==> src/rtl/sseg_pkg.sv <==
`default_nettype none
// ============================================================================
// Module   : sseg_pkg
// Purpose  : Glyph constants and the position-to-(digit, glyph) mapping used
//            by the rotating-square animator.
// Revision : 1.0
// ============================================================================
package sseg_pkg;

    localparam logic [6:0] SEG_TOP   = 7'b0011100;
    localparam logic [6:0] SEG_BOT   = 7'b0100011;
    localparam logic [6:0] SEG_BLANK = 7'b1111111;

    typedef struct packed {
        logic [2:0] digit;
        logic [6:0] glyph;
    } pos_map_t;

    // Top row runs leftmost->rightmost, bottom row returns rightmost->leftmost.
    function automatic pos_map_t pos_map(input logic [3:0] p, input int unsigned n);
        pos_map_t m;
        if (32'(p) < n) begin
            m.digit = 3'(n - 32'd1 - 32'(p));
            m.glyph = SEG_TOP;
        end else begin
            m.digit = 3'(32'(p) - n);
            m.glyph = SEG_BOT;
        end
        return m;
    endfunction

endpackage
`default_nettype wire

==> src/rtl/rotating_square_disp_if.sv <==
`default_nettype none
// ============================================================================
// Module   : rotating_square_disp_if
// Purpose  : Control inputs and display outputs of the rotating-square block.
// Revision : 1.0
// ============================================================================
interface rotating_square_disp_if #(
    parameter int NUM_DIGITS = 4
);
    localparam int POS_W = $clog2(2 * NUM_DIGITS);

    logic                  en;
    logic                  cw;
    logic [6:0]            sseg;
    logic [NUM_DIGITS-1:0] an;
    logic [POS_W-1:0]      pos;
    logic                  step;

    modport master (output en, cw, input sseg, an, pos, step);
    modport slave  (input en, cw, output sseg, an, pos, step);

endinterface
`default_nettype wire

==> src/rtl/mod_m_tick.sv <==
`default_nettype none
// ============================================================================
// Module   : mod_m_tick
// Purpose  : Enabled modulo-M counter with a terminal-count strobe.
// Revision : 1.0
// ============================================================================
module mod_m_tick #(
    parameter int M   = 4,
    parameter int C_W = (M > 1) ? $clog2(M) : 1
) (
    input  wire logic clk,
    input  wire logic rst,
    input  wire logic i_en,
    output logic      o_tc
);
    localparam logic [C_W-1:0] c_LAST = C_W'(M - 1);

    logic [C_W-1:0] r_cnt;
    logic           w_tc;

    // Strobe only while enabled so a frozen count never fires.
    assign w_tc = i_en && (r_cnt == c_LAST);
    assign o_tc = w_tc;

    always_ff @(posedge clk) begin
        if (rst) begin
            r_cnt <= '0;
        end else if (i_en) begin
            r_cnt <= w_tc ? '0 : r_cnt + 1'b1;
        end
    end

endmodule
`default_nettype wire

==> src/rtl/rotating_square_disp.sv <==
`default_nettype none
// ============================================================================
// Module   : rotating_square_disp
// Purpose  : Square glyph circling an N-digit seven-segment display, with
//            programmable step rate, run/pause, direction and a scan driver.
// Revision : 1.0
// ============================================================================
module rotating_square_disp
    import sseg_pkg::*;
#(
    parameter int NUM_DIGITS = 4,
    parameter int TICK_DIV   = 50_000_000,
    parameter int SCAN_DIV   = 100_000
) (
    input  wire logic             clk,
    input  wire logic             reset,
    rotating_square_disp_if.slave bus
);
    localparam int                    c_POS_W   = $clog2(2 * NUM_DIGITS);
    localparam logic [c_POS_W-1:0]    c_POS_MAX = c_POS_W'(2 * NUM_DIGITS - 1);
    localparam logic [2:0]            c_IDX_MAX = 3'(NUM_DIGITS - 1);
    localparam logic [NUM_DIGITS-1:0] c_ONE     = NUM_DIGITS'(1);

    logic                  w_step_evt;
    logic                  w_scan_wrap;
    pos_map_t              w_map;

    logic [c_POS_W-1:0]    r_pos;
    logic                  r_step;
    logic [2:0]            r_scan_idx;
    logic [NUM_DIGITS-1:0] r_an;
    logic [6:0]            r_sseg;

    mod_m_tick #(.M(TICK_DIV)) u_tick (
        .clk  (clk),
        .rst  (reset),
        .i_en (bus.en),
        .o_tc (w_step_evt)
    );

    mod_m_tick #(.M(SCAN_DIV)) u_scan (
        .clk  (clk),
        .rst  (reset),
        .i_en (1'b1),
        .o_tc (w_scan_wrap)
    );

    assign w_map = pos_map(4'(r_pos), NUM_DIGITS);

    always_ff @(posedge clk) begin
        if (reset) begin
            r_pos      <= '0;
            r_step     <= 1'b0;
            r_scan_idx <= '0;
            r_an       <= '1;
            r_sseg     <= SEG_BLANK;
        end else begin
            r_step <= w_step_evt;
            // Explicit wrap: 2N is not always a power of two.
            if (w_step_evt) begin
                if (bus.cw) begin
                    r_pos <= (r_pos == c_POS_MAX) ? '0 : r_pos + 1'b1;
                end else begin
                    r_pos <= (r_pos == '0) ? c_POS_MAX : r_pos - 1'b1;
                end
            end
            if (w_scan_wrap) begin
                r_scan_idx <= (r_scan_idx == c_IDX_MAX) ? '0 : r_scan_idx + 1'b1;
            end
            r_an   <= ~(c_ONE << r_scan_idx);
            r_sseg <= (r_scan_idx == w_map.digit) ? w_map.glyph : SEG_BLANK;
        end
    end

    assign bus.pos  = r_pos;
    assign bus.step = r_step;
    assign bus.an   = r_an;
    assign bus.sseg = r_sseg;

endmodule
`default_nettype wire

==> src/flat_wrapper.sv <==
// flat-port wrapper written by rule: the top's interface ports become plain ports
module rotating_square_disp_flat import sseg_pkg::*;
#(
    parameter int NUM_DIGITS = 4,
    parameter int TICK_DIV   = 50_000_000,
    parameter int SCAN_DIV   = 100_000
)
  (clk, reset, bus_en, bus_cw, bus_sseg, bus_an, bus_pos, bus_step);
  rotating_square_disp_if #(.NUM_DIGITS(NUM_DIGITS)) bus_i ();
  input  wire logic clk;
  input  wire logic reset;
  input wire logic [$bits(bus_i.en)-1:0] bus_en;
  input wire logic [$bits(bus_i.cw)-1:0] bus_cw;
  output wire logic [$bits(bus_i.sseg)-1:0] bus_sseg;
  output wire logic [$bits(bus_i.an)-1:0] bus_an;
  output wire logic [$bits(bus_i.pos)-1:0] bus_pos;
  output wire logic [$bits(bus_i.step)-1:0] bus_step;
  assign bus_i.en = bus_en;
  assign bus_i.cw = bus_cw;
  assign bus_sseg = bus_i.sseg;
  assign bus_an = bus_i.an;
  assign bus_pos = bus_i.pos;
  assign bus_step = bus_i.step;
  rotating_square_disp #(.NUM_DIGITS(NUM_DIGITS), .TICK_DIV(TICK_DIV), .SCAN_DIV(SCAN_DIV)) u_core (.clk(clk), .reset(reset), .bus(bus_i));
endmodule
==> config.mk <==
export PLATFORM = sky130hd
export DESIGN_NAME = rotating_square_disp_flat
export DESIGN_NICKNAME = d
export VERILOG_FILES = /design/src/rtl/sseg_pkg.sv /design/src/rtl/rotating_square_disp_if.sv /design/src/rtl/mod_m_tick.sv /design/src/rtl/rotating_square_disp.sv /design/src/flat_wrapper.sv
export SDC_FILE = /design/constraint.sdc
export NUM_CORES = 1
export LEC_CHECK = 0
export ABC_AREA = 1
export BUFFER_PORTS_ARGS = -buffer_cell sky130_fd_sc_hd__buf_2
export CELL_PAD_IN_SITES_DETAIL_PLACEMENT = 0
export CELL_PAD_IN_SITES_GLOBAL_PLACEMENT = 2
export CORE_ASPECT_RATIO = 1.5
export CORE_UTILIZATION = 31
export DETAILED_ROUTE_END_ITERATION = 8
export GPL_ROUTABILITY_DRIVEN = 0
export GPL_TIMING_DRIVEN = 0
export PLACE_DENSITY = 0.79
export SLEW_MARGIN = 20
export SYNTH_ARGS = -nofsm -noshare
export SYNTH_HDL_FRONTEND = slang
export SYNTH_HIERARCHICAL = 1
export SYNTH_SLANG_ARGS = --single-unit
==> constraint.sdc <==
create_clock -name clk -period 1.5 [get_ports clk]
set_clock_uncertainty 0.05 [all_clocks]
set_input_delay 0.15 -clock clk [delete_from_list [all_inputs] [get_ports clk]]
set_output_delay 0.15 -clock clk [all_outputs]
set_load 0.005 [all_outputs]
==> impl_metrics.yaml <==
sta:
  finalCritPeriodShare_pct: 98.5
  period_minus_slack_ps: 1480
  hold_violations: 0
  max_freq_mhz: 677
  finalSetupTns_ps: 0
  slew_violations: 0
  finalSetupViolCount: 0
  rsz0062_at_grt: "true"
clock_tree:
  cts_buffer_depth: 2
  numCtsBuffers: 9
  clkSlewWorstSetupHoldPaths_ps: 50
  h-tree-depth: 3
  cts_tree: "yes"
  cts.sinks: 57
  cts_root_buf: "clkbuf_16"
  worst_skew_pair.late_latency_ps: 330
setup_path:
  worstSetupEndpointType: "flip-flop"
  slowest_stage: "dfxtp_1"
  start_kind: "flip-flop"
  path_cells: "nand2_1, nor2_4, nand4_1, nor3_4, inv_2, nor2_4, nand3_2, nand2_1"
  max_stage_delay_ps: 380
  critPathMaxFanout: 4
  crit_arrival_ps: 1710
  worstSetupPathType: "reg -> reg"
  worst_ep_required_time_ps: 1730
global_route:
  grt_util_all_layers_pct: 15.4
  antenna_found_initial: 0
  grt_max_degree: 12
  grt_pass1_wl_um: 12800
  grt_pass1_vias: 2719
  grt-ovfl-total: 0
final_layout:
  final.fill_count: 1046
  fin_nets: 514
  antenna_cells: 0
  multi_input_area_um2: 1920
  seq_area_um2: 1170
  area_growth_pct: 26.8
  drive_above_1_share_pct: 28.1
logic_synthesis:
  synth_edf_count: 0
  synth_top_cell_by_area: "dfxtp_1"
  yosys_register_bits: 57
  yosysUniqueCellTypes: 31
  async_flop_share_pct: 0
  syn_avg_cell_area_um2: 6.96
  syn_inst: 457
  syn_nets: 471
  syn_area_um2: 3180
  synth.area.top_cells: "dfxtp_1 (36%), nand2_1 (13%), nor2_1 (9.8%), nand3_1 (5.7%), inv_1 (4.6%)"
  ys.flop_type: "dfxtp_1"
  synth_top_area_share_pct: 35.9
  ys_seq_area_share_pct: 35.9
  ys_warn_count: 6
placed_design:
  dpl.hpwl_um: 5590
  io_buffers: 17
routing:
  drtAntennaViolNets: 0
  drt-wirelength-per-cell_um: 12.3
  drtIter0Drc: 56
  vias_per_cell: 4.59
  drt-pass1-iter-count: 6
  num_vias: 2846
  drt-total-wl_um: 7630
  drc: 0
power_and_ir_drop:
  sequentialPowerShare_pct: 39.0
  peakVddDrop_mv: 0.606
  p_leak_uw: 0.00157
  power_frac_comb_pct: 3.2
  internal_power_uw: 3120
  swShare_pct: 20.8
  powerDensity_nw_per_um2: 977
  finalPower_uw: 3940
  switching_power_uw: 821
  power_frac_clock_pct: 57.8
floorplanning:
  rows: 44
  initial_core_util_pct: 32.4
  coreArea_um2: 9800
  die_area_um2: 10700
  dieHeight_um: 126
  io_pins: 19
  die_x_um: 84.7
flow_run:
  drv_cap: 0
run_status:
  status: "finished, final reports clean"
min_path:
  hp-class: "in -> reg"
cell families after synthesis:
| family | share of synthesized area, % |
|---|---|
| other | 0.118 |
| adders and majority gates | 3.94 |
| xor gates and xnor gates | 3.86 |
| DFF | 35.9 |
| and+or+nand+nor | 42.5 |
| AOI/OAI and AO/OA | 5.35 |
| buffers and inverters | 8.34 |
timing repair:
item,in CTS,in global routing
hold buffers,0,0
setup buffers,7,7
cloned,1,0
setup endpoints to repair,34,33
pin swaps,10,15
gates resized for setup,27,30
endpoints found under the hold margin,0,0
synthesized netlist by cell type, types with 6 or more instances:
library cell / n
nand4_1: 9
nand2_2: 7
nor2_1: 83
dfxtp_1: 57
inv_2: 8
ha_1: 10
buf_4: 6
nor3_1: 11
nor2_4: 10
o21ai_0: 10
nor2_2: 13
a21oi_1: 13
nand3_1: 36
inv_1: 39
xor2_1: 11
nand2_1: 106
state kept, by name, summed over array words and instances, names as in the netlist:
name,count
u_core/u_tick/r_cnt,26
u_core/u_scan/r_cnt,17
u_core/bus.an,4
u_core/bus.pos,3
u_core/bus.sseg,3
u_core/r_scan_idx,3
u_core/bus.step,1
layer usage:
metal,part of all wire [%],global-route usage [%],vias to the layer above
met3,1.9,1.97,15
met1,43,16.6,1280
met4,2.6,9.17,0
li1,-,-,1519
met5,0,0,-
met2,52,28.5,32
cell usage in the layout (no fill, tap or decap), types with 3 or more instances in the layout:
| master | n |
|---|---|
| a21oi_1 | 13 |
| buf_2 | 17 |
| buf_4 | 18 |
| buf_6 | 6 |
| clkbuf_16 | 9 |
| dfxtp_1 | 44 |
| dfxtp_2 | 9 |
| dfxtp_4 | 4 |
| ha_1 | 8 |
| inv_1 | 36 |
| inv_2 | 11 |
| nand2_1 | 100 |
| nand2_2 | 13 |
| nand2_4 | 3 |
| nand3_1 | 34 |
| nand3_2 | 4 |
| nand3_4 | 3 |
| nand4_1 | 9 |
| nor2_1 | 76 |
| nor2_2 | 13 |
| nor2_4 | 17 |
| nor3_1 | 8 |
| o21ai_0 | 8 |
| o21ai_1 | 4 |
| o21ai_2 | 3 |
| xnor2_1 | 3 |
| xor2_1 | 11 |
power by group through the flow:
stage	Combinational, uW	Clock [uW]	Sequential (uW)
5_1_grt	146	2390	1540
3_5_place_dp	101	0	1570
6_report	128	2280	1540
3_3_place_gp	100	0	1570
4_1_cts	118	2340	1540
2_1_floorplan	70.0	0	1570
per-stage QoR:
| stage | setup slack, ps | hold slack (ps) | std cells | instance area [um2] | utilization [%] |
|---|---|---|---|---|---|
| CTS | -15.5 | 34.7 | 613 | 3870 | 39.5 |
| floorplan | 15.5 | 169 | 457 | 3180 | - |
| global placement | -261 | 391 | 589 | 3410 | 34.8 |
| detailed placement | -284 | 402 | 589 | 3410 | 34.8 |
| finish | 22.8 | 47.8 | 620 | 4030 | 41.2 |
| global route | -104 | 81.4 | 620 | 4030 | 41.2 |
worst max-delay path: cells and delay by family (launching register included):
kind	cells	cell delay [ps]
AND/OR/NAND/NOR	7	930
flip-flops	1	380
buffers and inverters	1	90
worst paths after layout:
path / start / to / slack [ps] / cells past startpoint
setup / recovery: u_core/u_tick/r_cnt[15] / u_core/bus.pos[0] / 20 / 8
hold / removal: bus_en / u_core/u_tick/r_cnt[1] / 50 / 3
setup reg to reg: u_core/u_tick/r_cnt[15] / u_core/bus.pos[0] / 20 / 8
hold reg to reg: u_core/r_scan_idx[2] / u_core/r_scan_idx[2] / 410 / 2
cell type report:
class,instances,area share [%]
clock inverters,4,1.86
repair buffers,32,5.18
well taps,115,3.57
multi-input cells,342,47.5
flip-flops and latches,57,28.9
plain buffers,9,1.95
clock buffers,12,6.36
inverters,49,4.62
Note: power is estimated with default switching activity, not from simulation.
